--- src/rtl/sprite_compositor.sv ---
// Three-stage pixel compositor: scrolling background window plus NUM_SPR keyed sprites.
// Define SPRITE_COLLISION_EN to build the sticky sprite-overlap detector.
module sprite_compositor #(
  parameter int unsigned WIDTH     = 10,
  parameter int unsigned NUM_SPR   = 4,
  parameter int unsigned SPR_W     = 14,
  parameter int unsigned SPR_H     = 16,
  parameter int unsigned SPR_AW    = 8,
  parameter int unsigned BG_W      = 160,
  parameter int unsigned BG_H      = 240,
  parameter int unsigned BG_AW     = 16,
  parameter int unsigned BG_X      = 200,
  parameter int unsigned BG_Y      = 150,
  parameter logic [11:0] KEY       = 12'hA0A,
  parameter int unsigned FRAME_DIV = 5,
  parameter int unsigned H_LAST    = 799,
  parameter int unsigned V_LAST    = 479,
  localparam int unsigned SW       = $clog2(BG_H)
) (
  input  logic                      clk,
  input  logic                      rst_n,
  input  logic [WIDTH-1:0]          i_hor_pix,
  input  logic [WIDTH-1:0]          i_ver_pix,
  input  logic [NUM_SPR*WIDTH-1:0]  i_spr_x,
  input  logic [NUM_SPR*WIDTH-1:0]  i_spr_y,
  input  logic [NUM_SPR-1:0]        i_spr_en,
  output logic [NUM_SPR*SPR_AW-1:0] o_spr_addr,
  input  logic [NUM_SPR*12-1:0]     i_spr_data,
  output logic [BG_AW-1:0]          o_bg_addr,
  input  logic [11:0]               i_bg_data,
  input  logic                      i_scroll_en,
  output logic [11:0]               o_pixel_rgb,
  output logic [SW-1:0]             o_scroll_pos,
  output logic                      o_scroll_tick,
  output logic                      o_collision,
  input  logic                      i_collision_clr
);

  localparam int unsigned FW = (FRAME_DIV > 1) ? $clog2(FRAME_DIV) : 1;
  localparam logic [WIDTH:0] SprW = (WIDTH+1)'(SPR_W);
  localparam logic [WIDTH:0] SprH = (WIDTH+1)'(SPR_H);
  localparam logic [WIDTH:0] BgX0 = (WIDTH+1)'(BG_X);
  localparam logic [WIDTH:0] BgX1 = (WIDTH+1)'(BG_X + BG_W);
  localparam logic [WIDTH:0] BgY0 = (WIDTH+1)'(BG_Y);
  localparam logic [WIDTH:0] BgY1 = (WIDTH+1)'(BG_Y + BG_H);

  logic [NUM_SPR-1:0]        r_hit_a, r_hit_b;
  logic                      r_bg_on_a, r_bg_on_b;
  logic                      r_vld_a, r_vld_b;
  logic [NUM_SPR*SPR_AW-1:0] r_spr_addr;
  logic [BG_AW-1:0]          r_bg_addr;
  logic [11:0]               r_pixel;
  logic [SW-1:0]             r_scroll_pos;
  logic [FW-1:0]             r_frame_cnt;
  logic                      r_tick;
  logic                      r_eof;
  logic                      r_coll;

  // Extra top bit keeps sprite bounds from wrapping near 2^WIDTH.
  logic [WIDTH:0]    w_h, w_v;
  logic [NUM_SPR-1:0] w_hit;
  logic [SPR_AW-1:0] w_spr_addr [NUM_SPR];

  assign w_h = {1'b0, i_hor_pix};
  assign w_v = {1'b0, i_ver_pix};

  for (genvar g = 0; g < NUM_SPR; g++) begin : g_spr
    logic [WIDTH:0]   w_x, w_y;
    logic [WIDTH-1:0] w_dx, w_dy;
    logic [31:0]      w_lin;
    assign w_x      = {1'b0, i_spr_x[g*WIDTH +: WIDTH]};
    assign w_y      = {1'b0, i_spr_y[g*WIDTH +: WIDTH]};
    assign w_hit[g] = i_spr_en[g] && (w_h >= w_x) && (w_h < w_x + SprW) &&
                      (w_v >= w_y) && (w_v < w_y + SprH);
    assign w_dx     = i_hor_pix - i_spr_x[g*WIDTH +: WIDTH];
    assign w_dy     = i_ver_pix - i_spr_y[g*WIDTH +: WIDTH];
    assign w_lin    = 32'(w_dx) + 32'(w_dy) * SPR_W;
    assign w_spr_addr[g] = SPR_AW'(w_lin);
  end

  logic             w_bg_on;
  logic [WIDTH-1:0] w_r, w_pos, w_row;
  logic [31:0]      w_bg_lin;

  assign w_bg_on  = (w_h >= BgX0) && (w_h < BgX1) && (w_v >= BgY0) && (w_v < BgY1);
  assign w_r      = i_ver_pix - WIDTH'(BG_Y);
  assign w_pos    = WIDTH'(r_scroll_pos);
  // Wrap the scrolled row back into [0, BG_H) without a modulo.
  assign w_row    = (w_r >= w_pos) ? (w_r - w_pos) : (w_r + WIDTH'(BG_H) - w_pos);
  assign w_bg_lin = 32'(i_hor_pix - WIDTH'(BG_X)) + 32'(w_row) * BG_W;

  always_ff @(posedge clk or negedge rst_n) begin
    if (!rst_n) begin
      r_hit_a    <= '0;
      r_bg_on_a  <= 1'b0;
      r_vld_a    <= 1'b0;
      r_spr_addr <= '0;
      r_bg_addr  <= '0;
      r_hit_b    <= '0;
      r_bg_on_b  <= 1'b0;
      r_vld_b    <= 1'b0;
    end else begin
      r_vld_a   <= 1'b1;
      r_hit_a   <= w_hit;
      r_bg_on_a <= w_bg_on;
      if (w_bg_on) r_bg_addr <= BG_AW'(w_bg_lin);
      for (int i = 0; i < NUM_SPR; i++) begin
        if (w_hit[i]) r_spr_addr[i*SPR_AW +: SPR_AW] <= w_spr_addr[i];
      end
      r_hit_b   <= r_hit_a;
      r_bg_on_b <= r_bg_on_a;
      r_vld_b   <= r_vld_a;
    end
  end

  logic [NUM_SPR-1:0] w_opaque;
  logic [11:0]        w_rgb;

  always_comb begin
    w_opaque = '0;
    w_rgb    = (r_vld_b && r_bg_on_b) ? i_bg_data : 12'h000;
    for (int i = NUM_SPR - 1; i >= 0; i--) begin
      w_opaque[i] = r_vld_b && r_hit_b[i] && (i_spr_data[i*12 +: 12] != KEY);
      if (w_opaque[i]) w_rgb = i_spr_data[i*12 +: 12];
    end
  end

  always_ff @(posedge clk or negedge rst_n) begin
    if (!rst_n) r_pixel <= 12'h000;
    else        r_pixel <= w_rgb;
  end

`ifdef SPRITE_COLLISION_EN
  logic w_any, w_multi;

  always_comb begin
    w_any   = 1'b0;
    w_multi = 1'b0;
    for (int i = 0; i < NUM_SPR; i++) begin
      if (w_opaque[i]) begin
        if (w_any) w_multi = 1'b1;
        w_any = 1'b1;
      end
    end
  end

  // A new overlap in the same clk as a clear keeps the flag set.
  always_ff @(posedge clk or negedge rst_n) begin
    if (!rst_n)               r_coll <= 1'b0;
    else if (w_multi)         r_coll <= 1'b1;
    else if (i_collision_clr) r_coll <= 1'b0;
  end
`else
  logic w_unused_clr;
  assign w_unused_clr = i_collision_clr;
  always_ff @(posedge clk or negedge rst_n) begin
    if (!rst_n) r_coll <= 1'b0;
    else        r_coll <= 1'b0;
  end
`endif

  logic w_eof, w_frame_end;
  assign w_eof       = (i_hor_pix == WIDTH'(H_LAST)) && (i_ver_pix == WIDTH'(V_LAST));
  assign w_frame_end = w_eof && !r_eof;

  always_ff @(posedge clk or negedge rst_n) begin
    if (!rst_n) begin
      r_eof        <= 1'b0;
      r_frame_cnt  <= '0;
      r_scroll_pos <= '0;
      r_tick       <= 1'b0;
    end else begin
      r_eof  <= w_eof;
      r_tick <= 1'b0;
      if (w_frame_end && i_scroll_en) begin
        if (r_frame_cnt == FW'(FRAME_DIV - 1)) begin
          r_frame_cnt  <= '0;
          r_tick       <= 1'b1;
          r_scroll_pos <= (r_scroll_pos == SW'(BG_H - 1)) ? '0 : r_scroll_pos + 1'b1;
        end else begin
          r_frame_cnt <= r_frame_cnt + 1'b1;
        end
      end
    end
  end

  assign o_spr_addr    = r_spr_addr;
  assign o_bg_addr     = r_bg_addr;
  assign o_pixel_rgb   = r_pixel;
  assign o_scroll_pos  = r_scroll_pos;
  assign o_scroll_tick = r_tick;
  assign o_collision   = r_coll;

endmodule

--- config.mk ---
export PLATFORM = sky130hd
export DESIGN_NAME = sprite_compositor
export DESIGN_NICKNAME = d
export VERILOG_FILES = /design/src/rtl/sprite_compositor.sv
export SDC_FILE = /design/constraint.sdc
export NUM_CORES = 1
export LEC_CHECK = 0
export ABC_CLOCK_PERIOD_IN_PS = 4900
export CORE_ASPECT_RATIO = 0.8
export CORE_MARGIN = 1.5
export CORE_UTILIZATION = 25
export DETAILED_ROUTE_END_ITERATION = 6
export PLACE_DENSITY = 0.53
export SETUP_SLACK_MARGIN = 0.15
export SLEW_MARGIN = 30
export SYNTH_ARGS = -nofsm -noshare
export SYNTH_HDL_FRONTEND = slang
export SYNTH_SLANG_ARGS = --single-unit
--- constraint.sdc ---
create_clock -name clk -period 4.9 [get_ports clk]
set_input_delay 0.98 -clock clk [delete_from_list [all_inputs] [get_ports clk]]
set_output_delay 0.98 -clock clk [all_outputs]
set_load 0.05 [all_outputs]
==> tab_implementation.tex, run 1 <==
\begin{tabular}{lr}
\hline
Metric & Value \\
\hline
\multicolumn{2}{l}{\textbf{Global routing}} \\
\quad Via count of the first global-routing pass & 12243 \\
\quad Total routing usage reported by global routing & about 17\% \\
\quad Wire length of the first global-routing pass & 67570 um \\
\quad Antenna violations before repair & 7 \\
\quad Overflow left after global routing & 0 \\
\quad Pin count of the biggest net entering global routing & 52 \\
\multicolumn{2}{l}{\textbf{Yosys}} \\
\quad Post-synthesis async set-or-reset flop share & 100.0\% \\
\quad Cell types with the highest counts after synthesis & ha\_1 (244), inv\_1 (198), xnor2\_1 (121) \\
\quad Post-synthesis cell area & about 13000 um\^{}2 \\
\quad Share of the synthesized area in the top cell type & 24.28\% \\
\quad Synth cell types & 61 \\
\quad Post-Syn Area per Cell & roughly 9 um\^{}2 \\
\quad Count leader, synth & ha\_1 \\
\quad Syn Nets & about 1900 \\
\quad Dominant register cell in the synthesized netlist & dfrtp\_1 \\
\quad Syn Inst Count & approximately 1400 \\
\quad Post-synth EDFFs & 0 \\
\quad Synth top area cells & ha\_1 (24\%), dfrtp\_1 (17\%), fa\_1 (9.4\%), xnor2\_1 (8.4\%), inv\_1 (5.9\%) \\
\quad Count of yosys warnings during synthesis & 0 \\
\quad Flip-flop and latch count after synthesis & 85 \\
\quad Library cell occupying the most area in the post-synthesis netlist & ha\_1 \\
\quad Register area share after synthesis & between 15 and 20\% \\
\multicolumn{2}{l}{\textbf{Setup path}} \\
\quad Arrival time of data at the critical path endpoint & roughly 5.7 ns \\
\quad Crit Path Category & in2reg \\
\quad Required time reported for the critical path endpoint & a little over 5 ns \\
\quad Critical Path End Type & register \\
\quad Critical-path maximum fanout & 6 \\
\quad Category of the worst setup path launch point & primary input \\
\quad Worst reg-to-reg setup slack & 0.08 ns \\
\multicolumn{2}{l}{\textbf{Min path}} \\
\quad Worst Hold Class & reg2reg \\
\multicolumn{2}{l}{\textbf{Power and ir drop}} \\
\quad Sequential fraction of design power & approximately 11\% \\
\quad Proportion of total power due to net switching & about 44\% \\
\quad Overall power & 9.127 mW \\
\quad Net switching component of the power & slightly below 4 mW \\
\quad Share of total power in the clock network & 7.9\% \\
\quad Total leakage power & roughly 9 nW \\
\quad Worst IR Drop VDD & about 0.24 mV \\
\quad Comb power frac & between 80 and 90\% \\
\quad Power per Cell Area & 471.1 nW/um\^{}2 \\
\quad Internal power contribution & 5.152 mW \\
\multicolumn{2}{l}{\textbf{Placement}} \\
\quad Pre-CTS worst setup slack & -1.546 ns \\
\quad Port Buffers & roughly 240 \\
\quad Last weighted congestion value of the routability-driven placer & 0.8700 \\
\quad Detailed placer's ending HPWL & about 37000 um \\
\multicolumn{2}{l}{\textbf{Floorplan}} \\
\quad Width of the die & around 250 um \\
\quad Die ar. & around 52000 um\^{}2 \\
\quad Number of placement rows & 73 \\
\quad Initial core utilization & about a quarter \\
\quad Core Footprint & 49690 um\^{}2 \\
\quad Die Ht & 203.6 um \\
\quad Count of pins on the block boundary & between 200 and 250 \\
\multicolumn{2}{l}{\textbf{STA}} \\
\quad Setup Skew & roughly 0.011 ns \\
\quad Max-slew violation count & 0 \\
\quad Final number of setup-violating endpoints & 8 \\
\quad Shortest period the worst path allows & around 5.4 ns \\
\quad Max Freq & roughly 190 MHz \\
\quad Final hold violation count & 0 \\
\quad Period Utilization, post-route & 110.2\% \\
\quad Setup repair after global routing missed its margin & true \\
\quad Final-layout setup total negative slack & -2.108 ns \\
\quad Setup WS post-layout & -0.5013 ns \\
\quad Headroom to the max-slew limit & roughly half \\
\quad Worst hold slack & around 0.35 ns \\
\quad Slew at the pin closest to its max-slew limit & $\sim$0.74 ns \\
\multicolumn{2}{l}{\textbf{Final layout}} \\
\quad Share of final-layout standard cells stronger than drive strength 1 & between 20\% and 30\% \\
\quad Number of nets in the layout & 2390 \\
\quad FILL cells & around 5000 \\
\quad Area growth, synth to finish & 54.06\% \\
\multicolumn{2}{l}{\textbf{Status}} \\
\quad Status & finished with violations \\
\quad Violated checks & setup timing \\
\multicolumn{2}{l}{\textbf{Flow run}} \\
\quad Max-capacitance violation count & 0 \\
\multicolumn{2}{l}{\textbf{Clock tree}} \\
\quad Count of clock tree sinks & 85 \\
\quad Total of hold buffers inserted after clock tree synthesis & 0 \\
\quad Number of H-tree levels & 3 \\
\quad Root buffer cell & clkbuf\_16 \\
\quad Clock-pin slew on the worst setup and hold paths & roughly 0.070 ns \\
\quad Buffer depth of the longest clock path & 2 \\
\quad Clock latency at the later pin of the worst-skew pair & just under 0.4 ns \\
\quad TritonCTS clock tree & yes \\
\quad Clock buffer count from CTS & 9 \\
\multicolumn{2}{l}{\textbf{Detailed routing}} \\
\quad Total routed wirelength & 43740 um \\
\quad DRC viols & 0 \\
\quad Drt wl/cell & about 17 um \\
\quad Number of detailed-routing iterations run before antenna repair & 5 \\
\quad Number of vias in the routed layout & between 10000 and 15000 \\
\quad Violation count after the first detailed-route iteration & 558 \\
\quad Number of vias per cell & between 4 and 5 \\
\quad Antenna-violating nets left & 0 \\
\hline
\end{tabular}
state kept, by name, summed over array words and instances, names as in the netlist:
| name | cells |
|---|---|
| o_bg_addr | 16 |
| o_pixel_rgb | 12 |
| o_scroll_pos | 8 |
| o_scroll_tick | 1 |
| o_spr_addr | 32 |
| r_bg_on_a | 1 |
| r_bg_on_b | 1 |
| r_eof | 1 |
| r_frame_cnt | 3 |
| r_hit_a | 4 |
| r_hit_b | 4 |
| r_vld_a | 1 |
| r_vld_b | 1 |
power by group through the flow:
stage / combinational (mW) / clock, mW / sequential [mW]
CTS: 7.16 / 0.761 / 0.999
detailed placement: 6.63 / 0 / 1.01
floorplan: 3.70 / 0 / 1.66
finish: 7.42 / 0.718 / 0.994
global placement: 6.56 / 0 / 1.01
global route: 8.15 / 0.793 / 1.03
kinds of logic after synthesis:
kind of cell,synth area share (%)
DFF,16.91
muxes,5.373
AOI/OAI and AO/OA,15.21
buffers and inverters,6.447
adders and majority gates,33.67
other,0.05972
and+or+nand+nor,11.74
xor gates and xnor gates,10.59
placed cells by master (no fill, tap or decap), drive strengths merged, types with 3 or more instances in the layout:
cell type,n
or3,4
o21a,15
nor2b,16
nand3,41
nor4b,9
and3,9
nor3,18
fa,59
o22ai,4
nand2,75
nand2b,21
mux2,36
dlygate4sd2,10
inv,202
a21oi,94
a211oi,6
xnor2,121
mux2i,27
a21o,55
a31o,3
o2111ai,3
clkdlybuf4s50,218
ha,244
nor4bb,4
o211ai,6
xor2,31
a31oi,12
nand4,10
nor2,48
o21ai,79
a2111oi,5
buf,282
nor3b,13
nor4,5
dfrtp,85
clkbuf,9
o31ai,7
o21bai,7
repair_timing:
| item | in CTS | in global routing |
|---|---|---|
| endpoints found under the setup margin | 23 | 18 |
| gates resized for setup | 132 | 42 |
| pin swaps | 113 | 51 |
| setup buffers | 34 | 4 |
final cells by class:
type	count	area [um^2]	share of cell area, %
multi-input combinational	1112	10820	55.84
sequential	85	2127	10.98
clock inverter	7	65.06	0.3358
clock buffer	9	225.2	1.162
tap	675	844.6	4.359
timing repair buffer	513	4524	23.35
antenna	2	5.005	0.02583
inverter	198	764.5	3.946
critical path, stage by stage:
cell      delay, ns
buf_6          0.09
buf_6          0.12
ha_4           0.17
buf_6          0.13
xnor2_4        0.15
fa_2           0.37
a31oi_4        0.19
o31ai_4        0.08
a21o_1         0.19
a21oi_2        0.14
nor2b_4        0.24
nor2_2         0.05
a21oi_2        0.15
ha_1           0.26
ha_2           0.19
fa_2           0.35
a21o_1         0.17
a21oi_2        0.15
o21bai_1       0.08
a21oi_1        0.16
xnor2_1        0.14
ha_1           0.26
a21o_1         0.16
a31oi_1        0.18
xnor2_1        0.16
xnor2_1        0.09
mux2_4         0.25
path summary, 6_finish.rpt:
| kind | start | end | depth (start not counted) |
|---|---|---|---|
| setup / recovery | i_ver_pix[1] | o_bg_addr[15] | 27 |
| hold / removal | r_hit_a[1] | r_hit_b[1] | 0 |
| setup reg to reg | o_scroll_pos[2] | o_bg_addr[15] | 24 |
| hold reg to reg | r_hit_a[1] | r_hit_b[1] | 0 |
| max in group asynchronous | rst_n | o_spr_addr[22] | 2 |
| min in group asynchronous | rst_n | o_pixel_rgb[4] | 1 |
routing by layer:
metal / part of all wire (%) / vias to the layer above / track usage [%]
met5: 0.075 / - / 0
met3: 4.4 / 25 / 3.867
met1: 49 / 5651 / 23.94
met2: 45 / 208 / 27.78
met4: 0.78 / 6 / 2.190
li1: - / 5910 / -
through the flow:
step / util [%] / instance area, um^2 / cells
after floorplan: - / 13030 / 1409
after global placement: 36.15 / 17960 / 2545
after detailed placement: 36.17 / 17970 / 2545
after CTS: 38.36 / 19060 / 2595
after global routing: 38.98 / 19370 / 2599
final: 38.99 / 19370 / 2601
No activity file was read; power rests on OpenSTA's default activity.
==> run 2: changes to the inputs <==
--- a/config.mk
+++ b/config.mk
@@ -10,7 +10,7 @@
 export CORE_MARGIN = 1.5
 export CORE_UTILIZATION = 25
 export DETAILED_ROUTE_END_ITERATION = 6
-export PLACE_DENSITY = 0.53
+export PLACE_DENSITY = 0.44
 export SETUP_SLACK_MARGIN = 0.15
 export SLEW_MARGIN = 30
 export SYNTH_ARGS = -nofsm -noshare
==> run 2 against run 1 <==
  * Critical path depth increased by 1
  * Largest power group unchanged
  * First-iteration DRC count is 34% lower
  * Clock power decreased by 1%
  * Final area increased by 2.4%
  * Sequential cell count stayed put
  * Fmax is 0.24% lower
  * Combinational power grew 7.0%
  * Clock skew down 0.0012 ns
  * Non-clock buffer count is 16 higher
  * The flow still finishes with violations (setup timing)
  * Cell count rose by 0.58%
  * Die area unchanged
==> tab_implementation.tex, run 2 (synthesis gave the netlist of run 1 again) <==
\begin{tabular}{lr}
\hline
Metric & Value \\
\hline
\multicolumn{2}{l}{\textbf{Status}} \\
\quad Status & finished with violations \\
\quad Violated checks & setup timing \\
\multicolumn{2}{l}{\textbf{Floorplan}} \\
\quad Die ar. & 51670 um\^{}2 \\
\quad Die Ht & 203.6 um \\
\quad Initial core utilization & 25.31\% \\
\quad Core Footprint & a little under 50000 um\^{}2 \\
\quad Width of the die & 253.8 um \\
\quad Count of pins on the block boundary & 238 \\
\quad Number of placement rows & 73 \\
\multicolumn{2}{l}{\textbf{Setup path}} \\
\quad Crit Path Category & in2reg \\
\quad Critical Path End Type & register \\
\quad Required time reported for the critical path endpoint & between 5 and 6 ns \\
\quad Arrival time of data at the critical path endpoint & between 5 and 6 ns \\
\quad Category of the worst setup path launch point & primary input \\
\quad Critical-path maximum fanout & 5 \\
\multicolumn{2}{l}{\textbf{Detailed routing}} \\
\quad Number of vias per cell & 4.506 \\
\quad Antenna-violating nets left & 0 \\
\quad Total routed wirelength & between 40000 and 50000 um \\
\quad Violation count after the first detailed-route iteration & 370 \\
\quad Number of vias in the routed layout & 11789 \\
\quad Drt wl/cell & $\sim$17 um \\
\quad Number of detailed-routing iterations run before antenna repair & 5 \\
\quad DRC viols & 0 \\
\multicolumn{2}{l}{\textbf{STA}} \\
\quad Period Utilization, post-route & 110.5\% \\
\quad Setup WS post-layout & -0.5142 ns \\
\quad Final hold violation count & 0 \\
\quad Setup Skew & around 0.0094 ns \\
\quad Max-slew violation count & 0 \\
\quad Worst hold slack & 0.3468 ns \\
\quad Slew at the pin closest to its max-slew limit & around 1.3 ns \\
\quad Headroom to the max-slew limit & between 15 and 20\% \\
\quad Final number of setup-violating endpoints & 8 \\
\quad Setup repair after global routing missed its margin & true \\
\quad Shortest period the worst path allows & 5.414 ns \\
\quad Max Freq & between 150 and 200 MHz \\
\multicolumn{2}{l}{\textbf{Final layout}} \\
\quad Share of final-layout standard cells stronger than drive strength 1 & roughly 29\% \\
\quad Max reg flops & 32 \\
\quad Number of nets in the layout & around 2400 \\
\quad FILL cells & roughly 5000 \\
\quad Commonest non-fill, non-tap cell in the layout & buf\_4 \\
\quad Most frequent cells in the layout & buf\_4 (262), clkdlybuf4s50\_1 (219), ha\_1 (186) \\
\quad Area growth, synth to finish & 57.83\% \\
\multicolumn{2}{l}{\textbf{Clock tree}} \\
\quad Buffer depth of the longest clock path & 2 \\
\quad Clock latency at the later pin of the worst-skew pair & 0.37 ns \\
\quad Number of H-tree levels & 3 \\
\quad Clock-pin slew on the worst setup and hold paths & 0.07 ns \\
\quad Clock buffer count from CTS & 9 \\
\quad Root buffer cell & clkbuf\_16 \\
\quad Count of clock tree sinks & 85 \\
\quad TritonCTS clock tree & yes \\
\multicolumn{2}{l}{\textbf{Global routing}} \\
\quad Via count of the first global-routing pass & 12624 \\
\quad Total routing usage reported by global routing & 17.26\% \\
\quad Wire length of the first global-routing pass & 67820 um \\
\quad Pin count of the biggest net entering global routing & 57 \\
\quad Antenna violations before repair & 2 \\
\quad Overflow left after global routing & 0 \\
\multicolumn{2}{l}{\textbf{Placement}} \\
\quad Port Buffers & around 240 \\
\quad Detailed placer's ending HPWL & 36250 um \\
\quad Pre-CTS worst setup slack & -1.522 ns \\
\quad Last weighted congestion value of the routability-driven placer & between 0.8 and 0.9 \\
\multicolumn{2}{l}{\textbf{Min path}} \\
\quad Worst Hold Class & reg2reg \\
\multicolumn{2}{l}{\textbf{Power and ir drop}} \\
\quad Power per Cell Area & roughly 490 nW/um\^{}2 \\
\quad Total leakage power & 9.127 nW \\
\quad Worst IR Drop VDD & around 0.29 mV \\
\multicolumn{2}{l}{\textbf{Flow run}} \\
\quad Max-capacitance violation count & 0 \\
\hline
\end{tabular}
## run 2: per-stage QoR
stage               cells  total power [mW]  utilization, %  setup TNS, ns  cell area (um^2)
detailed placement   2541             7.654           36.13         -19.38             17950
finish               2616             9.651           39.95         -1.901             19850
global placement     2541             7.603           36.12         -17.91             17940
CTS                  2599             9.035           38.52         -1.830             19140
global route         2615             10.46           39.94         -3.705             19850
floorplan            1409             5.355               -         -1.203             13030
## run 2: repair_timing
action                                  in CTS  in global routing
endpoints found under the setup margin      23                 19
setup buffers                               42                 16
resized for setup                          130                 98
pin swaps                                  123                 79
hold buffers                                 0                  0
## run 2: power by group
part           internal [mW]  switching (mW)
Clock                  0.395           0.313
Combinational           4.22            3.72
Sequential             0.894           0.110
## run 2: area by class of cell
class	instances	area [um^2]	share of cell area (%)
multi-input combinational	1112	11100	55.92
timing repair buffer	529	4726	23.81
sequential	85	2127	10.72
tap	675	844.6	4.255
inverter	198	764.5	3.851
clock buffer	12	236.5	1.191
clock inverter	4	48.80	0.2458
antenna	1	2.502	0.01261
## run 2: worst max-delay path, stage by stage
cell	delay [ns]
buf_6	0.09
buf_8	0.12
ha_4	0.18
o21ai_4	0.19
xor2_2	0.22
ha_4	0.25
a21oi_4	0.16
o31ai_4	0.09
a21o_1	0.17
a21oi_2	0.14
nor2b_4	0.20
buf_12	0.13
nor2_2	0.03
a21oi_2	0.13
ha_1	0.27
ha_4	0.17
fa_2	0.35
a21o_1	0.18
a21oi_2	0.14
o21bai_1	0.09
a21oi_2	0.16
xnor2_2	0.13
ha_1	0.26
a21o_1	0.17
a31oi_2	0.15
xnor2_1	0.15
xnor2_1	0.09
mux2_4	0.25
## run 2: worst paths after layout
path                                 start  depth (start not counted)  slack, ns             end
setup reg to reg           o_scroll_pos[0]                         26       0.12   o_bg_addr[15]
hold / removal                     r_vld_a                          0       0.35         r_vld_b
max in group asynchronous            rst_n                          2       3.18    o_bg_addr[2]
setup / recovery              i_ver_pix[1]                         28      -0.51   o_bg_addr[15]
min in group asynchronous            rst_n                          1       0.71  o_pixel_rgb[9]
hold reg to reg                    r_vld_a                          0       0.35         r_vld_b
## run 2: per-layer routing
| layer | track usage [%] | share of wire (%) | up-vias |
|---|---|---|---|
| met5 | 0 | 0 | - |
| met4 | 4.889 | 2.0 | 0 |
| met3 | 2.323 | 3.8 | 38 |
| met2 | 29.29 | 46 | 222 |
| met1 | 22.82 | 48 | 5592 |
| li1 | - | - | 5937 |
